===== config.mk =====
export PLATFORM = sky130hd
export DESIGN_NAME = stuffed_serial_tx
export DESIGN_NICKNAME = d
export VERILOG_FILES = /design/src/rtl/stuffed_serial_tx.sv
export SDC_FILE = /design/constraint.sdc
export NUM_CORES = 1
export LEC_CHECK = 0
export ABC_CLOCK_PERIOD_IN_PS = 1700
export CAP_MARGIN = 25
export CORE_MARGIN = 3
export CORE_UTILIZATION = 50
export DETAILED_ROUTE_END_ITERATION = 8
export PLACE_DENSITY = 0.75
export SLEW_MARGIN = 15
export SYNTH_ARGS = -nofsm -noshare
export SYNTH_HDL_FRONTEND = slang
export SYNTH_SLANG_ARGS = --single-unit

===== constraint.sdc =====
create_clock -name clk -period 1.7 [get_ports clk]
set_input_delay 0.34 -clock clk [delete_from_list [all_inputs] [get_ports clk]]
set_output_delay 0.34 -clock clk [all_outputs]
set_load 0.01 [all_outputs]

===== src/rtl/stuffed_serial_tx.sv =====
// Bit-stuffing serial transmitter: shifts a word out LSB-first on w and inserts a
// stuffed 0 after every MAX_ONES consecutive 1s so the line never exceeds that run.
`timescale 1ns/1ps
module stuffed_serial_tx #(
    parameter int WIDTH    = 8,
    parameter int MAX_ONES = 1
) (
    input  logic             clk,
    input  logic             Resetn,
    input  logic [WIDTH-1:0] data_in,
    input  logic             load,
    output logic             ready,
    output logic             w,
    output logic             w_valid,
    output logic             stuff,
    output logic             frame_done
);
    localparam int CW = $clog2(WIDTH) + 1;

    localparam logic [1:0] IDLE  = 2'd0;
    localparam logic [1:0] SEND  = 2'd1;
    localparam logic [1:0] STUFF = 2'd2;

    localparam logic [CW-1:0] LAST_BIT = CW'(WIDTH - 1);
    localparam logic [CW-1:0] ALL_BITS = CW'(WIDTH);
    localparam logic [2:0]    RUN_MAX  = 3'(MAX_ONES);

    logic [1:0]       state, state_n;
    logic [WIDTH-1:0] sreg, sreg_n;
    logic [CW-1:0]    bitcnt, bitcnt_n;
    logic [2:0]       onecnt, onecnt_n;
    logic             done_r, done_n;

    always_comb begin
        state_n  = state;
        sreg_n   = sreg;
        bitcnt_n = bitcnt;
        onecnt_n = onecnt;
        done_n   = 1'b0;
        case (state)
            IDLE: begin
                if (load) begin
                    sreg_n   = data_in;
                    bitcnt_n = '0;
                    onecnt_n = '0;
                    state_n  = SEND;
                end
            end
            SEND: begin
                sreg_n   = sreg >> 1;
                bitcnt_n = bitcnt + 1'b1;
                onecnt_n = sreg[0] ? onecnt + 3'd1 : 3'd0;
                // The stuff check wins over end-of-word so a trailing run is still broken.
                if (sreg[0] && (onecnt + 3'd1 == RUN_MAX)) begin
                    state_n = STUFF;
                end else if (bitcnt == LAST_BIT) begin
                    state_n = IDLE;
                    done_n  = 1'b1;
                end
            end
            STUFF: begin
                onecnt_n = '0;
                if (bitcnt == ALL_BITS) begin
                    state_n = IDLE;
                    done_n  = 1'b1;
                end else begin
                    state_n = SEND;
                end
            end
            default: state_n = IDLE;
        endcase
    end

    always_ff @(posedge clk or negedge Resetn) begin
        if (!Resetn) begin
            state  <= IDLE;
            sreg   <= '0;
            bitcnt <= '0;
            onecnt <= '0;
            done_r <= 1'b0;
        end else begin
            state  <= state_n;
            sreg   <= sreg_n;
            bitcnt <= bitcnt_n;
            onecnt <= onecnt_n;
            done_r <= done_n;
        end
    end

    // Moore outputs decoded from registered state only.
    assign ready      = (state == IDLE);
    assign w_valid    = (state == SEND) || (state == STUFF);
    assign w          = (state == SEND) && sreg[0];
    assign stuff      = (state == STUFF);
    assign frame_done = done_r;

endmodule

==> impl_metrics.yaml, run 1 <==
run_status:
  status: "complete, no violations"
timing:
  setup_ws_ns: 0.01832
  max_freq_mhz: 594.6
  finClkSkew_ns: 0.006794
  drv_slew: 0
  hold_viol: 0
  grt_setup_unrepaired: "yes"
  relSlewSlack: 0.8324
  setup_viol: 0
  fin_crit_sh: 0.9892
  tightest_slew_ns: 0.2508
  period_minus_slack_ns: 1.682
clock_tree:
  clk_pin_slew_ns: 0.10
  cts_tree: "yes"
  cts_made_buffers: 3
  cts_max_path_buffers: 2
  cts-htree-levels: 1
  clkLatencyLatePin_ns: 0.29
  cts.sinks: 18
  cts_root_buffer: "clkbuf_4"
route:
  drc_errors: 0
  first_pass_iters: 4
  vias_per_cell: 5.101
  routedWlPerCell_um: 12.28
  ant_nets: 0
  routed_wl_mm: 1.829
  drtIter0Drc: 7
  num_vias: 760
final_layout:
  antenna_cells: 0
  mostFrequentLayoutCells: "dfrtp_1, nand2_1, o21ai_0"
  drive_above_1_share: 0.1532
  regArea_um2: 450.4
  multi_input_area_um2: 534.3
  nNetsFinal: 146
  finish.utilization: 0.7031
  final_common_cell: "dfrtp_1"
  area_growth_pct: 26.77
  fillCellCount: 145
  finalInstanceArea_mm2: 0.001280
place:
  hpwl_mm: 1.428
  placed_area_mm2: 0.001231
  place_ws_ns: 0.02416
  port_buffers: 15
  place_congestion: 0.8166
die:
  die_x_um: 50.94
  die_area_mm2: 0.002595
  io_pins: 16
  fp.dieH_um: 50.94
  start_util: 0.5546
  rows: 15
  coreArea_mm2: 0.001821
logic_synthesis:
  syn_avg_cell_area_um2: 9.997
  synth_top_area_frac: 0.4461
  synthCells: 101
  synth_top_area_cell: "dfrtp_1"
  synth-edff-count: 0
  synth.cell_area_mm2: 0.001010
  ys_types: 25
  synth_area_leaders: "dfrtp_1, ha_1, mux2i_1"
  synth_fp_nets: 121
  synthFlopType: "dfrtp_1"
  synth-seq-cells: 18
  yosysSeqAreaShare: 0.4461
  async_reset_ff_frac: 1.000
  ys_warn_count: 0
critical_path:
  crit_path_top_delay_cell: "dfrtp_1"
  crit_fanout: 9
  crit_required_ns: 1.88
  setup.worst_path.start_class: "register"
  worstPathCellList: "buf_4, ha_2, buf_6, mux2i_4, nor2_1, mux2_2, a22o_1"
  max_stage_delay_ns: 0.41
  critPathCaptureType: "register"
  crit_type: "reg2reg"
  arrival_ns: 1.86
job:
  maxCapViolations: 0
global_route:
  overflow: 0
  grt_usage: 0.1621
  grt_pass1_vias: 743
  grt_pass1_wl_mm: 3.153
  grt_max_degree: 19
  antenna_found_initial: 0
power:
  irDropWorstVdd_uv: 965.1
  power_leakage_nw: 0.6058
  p_per_area_mw_per_mm2: 1598
  p_total_mw: 2.046
worst_hold_path:
  hold_class: "in2async"
## registers in the layout (all words and copies together) (netlist names)
register / flops
sreg: 8
frame_done: 1
state: 2
bitcnt: 4
onecnt: 3
## layer usage
metal	vias up	routed length [µm]	track usage
met4	0	20	0.05381
met3	4	77	0.04082
met1	349	882	0.2052
met5	-	0	0
met2	15	848	0.2682
li1	392	-	-
## final timing paths
kind,endpoint,startpoint,slack [ns],cells after the start
worst max-delay path,bitcnt[2],state[0],0.02,7
worst min-delay path,state[0],Resetn,0.37,2
worst max register to register,bitcnt[2],state[0],0.02,7
worst min register to register,sreg[3],sreg[3],0.50,2
max in group asynchronous,sreg[7],Resetn,1.13,2
min in group clk,sreg[3],sreg[3],0.50,2
## timing repair
item / in CTS / in global routing
resized for setup: 10 / 4
buffers inserted: 1 / 0
endpoints found under the setup margin: 4 / 6
hold buffers: 0 / 0
## final cells by class
| cell class | count | area share |
|---|---|---|
| Multi-Input combinational cell | 72 | 0.4174 |
| Sequential cell | 18 | 0.3519 |
| Timing Repair Buffer | 24 | 0.1681 |
| Tap cell | 25 | 0.02444 |
| Inverter | 7 | 0.02053 |
| Clock buffer | 3 | 0.01760 |
## kinds of logic (layout without fill, tap and decap cells)
family,Yosys count,in the layout,share of synthesized area
AND/OR/NAND/NOR,30,30,0.1388
multiplexers,10,10,0.1090
flip-flops,18,18,0.4461
AO/OA/AOI/OAI,22,22,0.1400
buffers and inverters,11,34,0.04585
XOR/XNOR,1,1,0.008676
adder cells (fa/ha/maj),9,9,0.1115
## worst max-delay path: cells and delay by family (launching register included)
kind                     cells  cell delay [ns]
AO/OA/AOI/OAI                1             0.17
adder cells (fa/ha/maj)      1             0.20
buffers and inverters        2             0.29
flip-flops                   1             0.41
multiplexers                 2             0.43
AND/OR/NAND/NOR              1             0.06
## synth_stat cells (2+ instances only)
cell,number
o21ai_0,12
mux2i_1,7
a32o_1,2
nor2_1,4
buf_2,4
nand3_1,5
a22o_1,2
ha_1,9
nor3_1,2
dfrtp_1,18
inv_1,7
a21o_1,2
nand2b_1,3
nand2_1,13
## where the power goes
group | switching (mW) | internal, mW | leakage (nW)
registers | 0.124 | 0.594 | 0.233
logic | 0.548 | 0.570 | 0.359
clock network | 0.126 | 0.0824 | 0.0138
## stage by stage
step / TNS, ns / instances / hold WS, ns
final: 0 / 149 / 0.3688
after global routing: -0.03772 / 149 / 0.3798
after CTS: 0 / 149 / 0.3788
after detailed placement: 0 / 145 / 0.4762
after global placement: 0 / 145 / 0.4642
after floorplan: 0 / 101 / 0.04441
Note: power is estimated with default switching activity, not from simulation.
==> run 2, diff against run 1 <==
SLEW_MARGIN = 20   (was 15)
==> results of run 2 <==
No change in the layout: final DEF, timing and power equal those of run 1.
==> run 3, diff against run 2 <==
ABC_CLOCK_PERIOD_IN_PS = 2180   (was 1700)
clock period = 2.18 ns   (was 1.7 ns; I/O delays follow)
==> run 3 against run 2 <==
  * Count of clock-buffer cells in the layout up 1
  * Flip-flop and latch count unchanged
  * Die area unchanged
  * First-iteration DRC count is 43% higher
  * Sequential share of layout area grew 1.1 points
  * Largest cell class unchanged
  * Largest power group unchanged
  * Highest routed layer unchanged
==> impl_metrics.yaml, run 3 (same netlist as run 1, synthesis figures left out) <==
run_status:
  status: "complete, no violations"
critical_path:
  path_delay_family: "buffers and inverters"
  crit_type: "reg2out"
  crit_required_ns: 1.74
  worstPathCellList: "inv_1, ha_2, clkdlybuf4s50_1"
  arrival_ns: 1.67
  crit_path_top_delay_cell: "clkdlybuf4s50_1"
  critPathBufInv: 2
  regToRegSetupSlack_ns: 0.36
  crit_fanout: 5
  critPathCaptureType: "output pin"
  max_stage_delay_ns: 0.53
  setup.worst_path.start_class: "register"
die:
  coreArea_mm2: 0.001821
  die_area_mm2: 0.002595
  die_x_um: 50.94
  start_util: 0.5546
  rows: 15
  fp.dieH_um: 50.94
  io_pins: 16
route:
  routedWlPerCell_um: 12.54
  drtIter0Drc: 10
  first_pass_iters: 4
  drc_errors: 0
  routed_wl_mm: 1.819
  num_vias: 732
  ant_nets: 0
  vias_per_cell: 5.048
final_layout:
  largest_reg_flops: 8
  final_common_cell: "dfrtp_1"
  regMostFlops: "sreg"
  largest_registers: "sreg: 8 flops, bitcnt: 4 flops, onecnt: 3 flops"
  finalInstanceArea_mm2: 0.001244
  nNetsFinal: 141
  final_cells: 145
  mostFrequentLayoutCells: "dfrtp_1, clkdlybuf4s50_1, nand2_1"
  fillCellCount: 155
  area_growth_pct: 23.17
  drive_above_1_share: 0.1083
  antenna_cells: 0
  finish.utilization: 0.6832
global_route:
  grtUsageMet2: 0.2897
  grt_pass1_wl_mm: 3.139
  grt_usage: 0.1737
  grt_max_degree: 19
  grtUsageMet3: 0.06706
  top_usage_layer: "met2"
  overflow: 0
  grt_pass1_vias: 708
  antenna_found_initial: 0
  gr-usage-met1: 0.1880
timing:
  fin_crit_sh: 0.9646
  tightest_slew_ns: 0.3564
  setup_viol: 0
  max_freq_mhz: 475.5
  finClkSkew_ns: 0.01170
  period_minus_slack_ns: 2.103
  hold_viol: 0
  fin_tns_setup_ns: 0
  setup_ws_ns: 0.07713
  relSlewSlack: 0.7577
  drv_slew: 0
  holdWs_ns: 0.4349
  grt_setup_unrepaired: "no"
clock_tree:
  cts-htree-levels: 1
  clkLatencyLatePin_ns: 0.30
  cts_max_path_buffers: 2
  cts.sinks: 18
  cts_root_buffer: "clkbuf_4"
  postCtsHoldBufs: 0
  cts_tree: "yes"
  clk_pin_slew_ns: 0.11
  cts_made_buffers: 3
worst_hold_path:
  hold_class: "in2async"
power:
  p_per_area_mw_per_mm2: 1255
  power_leakage_nw: 0.5975
  irDropWorstVdd_uv: 1006
  p_total_mw: 1.561
place:
  dp.cells: 140
  hpwl_mm: 1.336
  placed_area_mm2: 0.001194
  place_ws_ns: 0.3505
  port_buffers: 15
  place_congestion: 0.7561
job:
  maxCapViolations: 0
==> run 3: worst register-to-register path: cells and delay by family, from the launching register on <==
family | cells | cell delay, ns
fa+ha+maj | 1 | 0.22
mux | 2 | 0.59
compound gates | 1 | 0.17
flops | 1 | 0.46
buf+inv | 1 | 0.20
simple gates | 1 | 0.06
==> run 3: report_power, final <==
group	internal (mW)	total, mW	leakage, nW	switching, mW
sequential	0.465	0.565	0.232	0.0995
combinational	0.390	0.787	0.345	0.396
clock	0.102	0.210	0.0210	0.108
==> run 3: cell type report <==
type	count	area (µm²)	area share
multi-input cells	72	515.5	0.4145
flip-flops and latches	18	451.7	0.3632
repair buffers	19	182.7	0.1469
clock buffers	4	36.28	0.02918
well taps	25	31.28	0.02515
inverters	7	26.28	0.02113
==> run 3: path summary, 6_finish.rpt <==
check                            end     start  cells after the start
setup / recovery             w_valid  state[0]                      3
hold / removal              state[0]    Resetn                      2
setup reg to reg           bitcnt[2]  state[0]                      6
hold reg to reg              sreg[1]   sreg[1]                      2
max in group asynchronous    sreg[3]    Resetn                      2
min in group clk             sreg[1]   sreg[1]                      2
==> run 3: layer usage <==
| metal | wire length, µm | vias up | share of wire |
|---|---|---|---|
| li1 | - | 385 | - |
| met1 | 829 | 322 | 0.46 |
| met3 | 104 | 4 | 0.057 |
| met2 | 842 | 21 | 0.46 |
| met4 | 42 | 0 | 0.023 |
| met5 | 0 | - | 0 |
==> run 3: repair_timing <==
item / CTS / global route
setup endpoints to repair: 1 / 3
setup buffers: 1 / 0
resized for setup: 0 / 3
==> RTL edit (config.mk and constraints of run 2) <==
Compare `bitcnt` against `ALL_BITS` with >= in place of ==.
--- a/src/rtl/stuffed_serial_tx.sv
+++ b/src/rtl/stuffed_serial_tx.sv
@@ -60,7 +60,7 @@
             end
             STUFF: begin
                 onecnt_n = '0;
-                if (bitcnt == ALL_BITS) begin
+                if (bitcnt >= ALL_BITS) begin
                     state_n = IDLE;
                     done_n  = 1'b1;
                 end else begin
Formal check against the unedited RTL: same outputs for any inputs over 10 cycles, from zero or initial values and one cycle with Resetn low; that may be too few to reach the edited logic, so the function may still have changed.
==> RTL edit against run 2 <==
- sequential cell count unchanged
- sequential share of layout area shrank 0.20 points
- non-clock buffer count stayed put
- first-iteration DRC count grew to 3.1 times the old value
- synthesized area shrank 1.4%
- routed wire length is 8.9% higher
- synthesized cell count fell by 2.0%
- cell area grew 0.59%
- clock skew is 1.1 ps lower
- sequential power down 1%
- total power rose by 5.8%
- worst setup slack better by 40 ps
- largest power group unchanged
==> RTL edit: results (changes against run 2) <==
| Metric | Value |
|---|---|
| Fraction of layout cells with a size suffix above 1 | 22.76% (+7.4 points) |
| Wire length on met3 | 83 µm (+7.8%) |
| Wire length of the first global-routing pass | 3.256 mm (+3.3%) |
| TritonRoute pass-1 iters | 4 (unchanged) |
| Post_cts resized | 7 (-3) |
| CP arrival | 1830 ps (-30 ps) |
| Detailed Place HPWL | 1.402 mm (-1.8%) |
| Met1 Use GR | 21.04% (+0.52 points) |
| R2R Setup Slk | 60 ps (+40 ps) |
| Register area share after synthesis | 45.23% (+0.62 points) |
| Synth cell types | 23 (-8.0%) |
| Synth Flop Type | dfrtp_1 |
| Synth warn | 0 (unchanged) |
| Routed wire per std cell | 13.46 µm (+9.6%) |
| Worst Clk Skew | 5.736 ps (-1.058 ps) |
| Hold_ws | 362.7 ps (-6.122 ps) |
| Measured slew at the worst slew-check pin | 316.7 ps (+65.84 ps) |
| R2R cell count | 6 (-1) |
| Worst VDD drop | 869.1 µV (-10%) |
| Post-placement cell count | 142 (-2.1%) |
| Final Non-Filler Cells | 148 (-0.67%) |
| Mean area per synthesized cell | 10.06 µm² (+0.63%) |
| FILL cells | 146 (+0.69%) |
| DRT iter0 DRCs | 22 (+15) |
| R2R Path End | state[0] |
| Placed instance area | 0.001210 mm² (-1.7%) |
| Reg power frac | 32.8% (-2.3 points) |
| Vias after detailed routing | 781 (+2.8%) |
| Total chip power | 0.002164 W (+5.8%) |
| Net Switching | 0.0008500 W (+6.4%) |
| Pleak | 0.6231 nW (+2.8%) |
| Family with the most delay on the worst path | flip-flops |
| All-Layer GR Usage | 16.57% (+0.36 points) |
| Global placement routability congestion | 0.8050 (-1.4%) |
| Synth cell count leaders | dfrtp_1, nand2_1, ha_1, mux2i_1 |
| Final Instance Area | 0.001287 mm² (+0.59%) |
| Post-Synthesis Net Count | 119 (-1.7%) |
| Clock power share | 12.3% (+2.1 points) |
| Wl on met1 | 897 µm (+1.7%) |
| Met2 Usage GRT | 27.39% (+0.57 points) |
| Met2 wire length | 1.002 mm (+18%) |
| Worst-path fanout max | 15 (+6) |
| Status | finished clean |
## RTL edit: how the worst max path moves through the flow
stage,from,endpoint,slack (ps),cells after the start
6_report,state[0],state[0],60,6
4_1_cts,state[0],w,-160,5
5_1_grt,state[0],w,-0.1,5
3_5_place_dp,load,state[0],50,4
2_1_floorplan,state[0],state[0],140,5
3_3_place_gp,state[0],bitcnt[3],80,6
## RTL edit: cells by family (layout without fill, tap and decap cells)
group	after synthesis	after routing	synth area share, %
flops	18	18	45.23
compound gates	20	20	13.06
mux	10	10	10.55
fa+ha+maj	9	9	11.31
simple gates	29	29	13.95
buf+inv	12	36	5.025
xor+xnor	1	1	0.8796
## RTL edit: cell type report
cell class | instances | share of cell area (%)
Multi-Input combinational cell | 69 | 41.79
Sequential cell | 18 | 34.99
Timing Repair Buffer | 24 | 15.65
Clock buffer | 4 | 2.818
Tap cell | 25 | 2.430
Inverter | 8 | 2.332
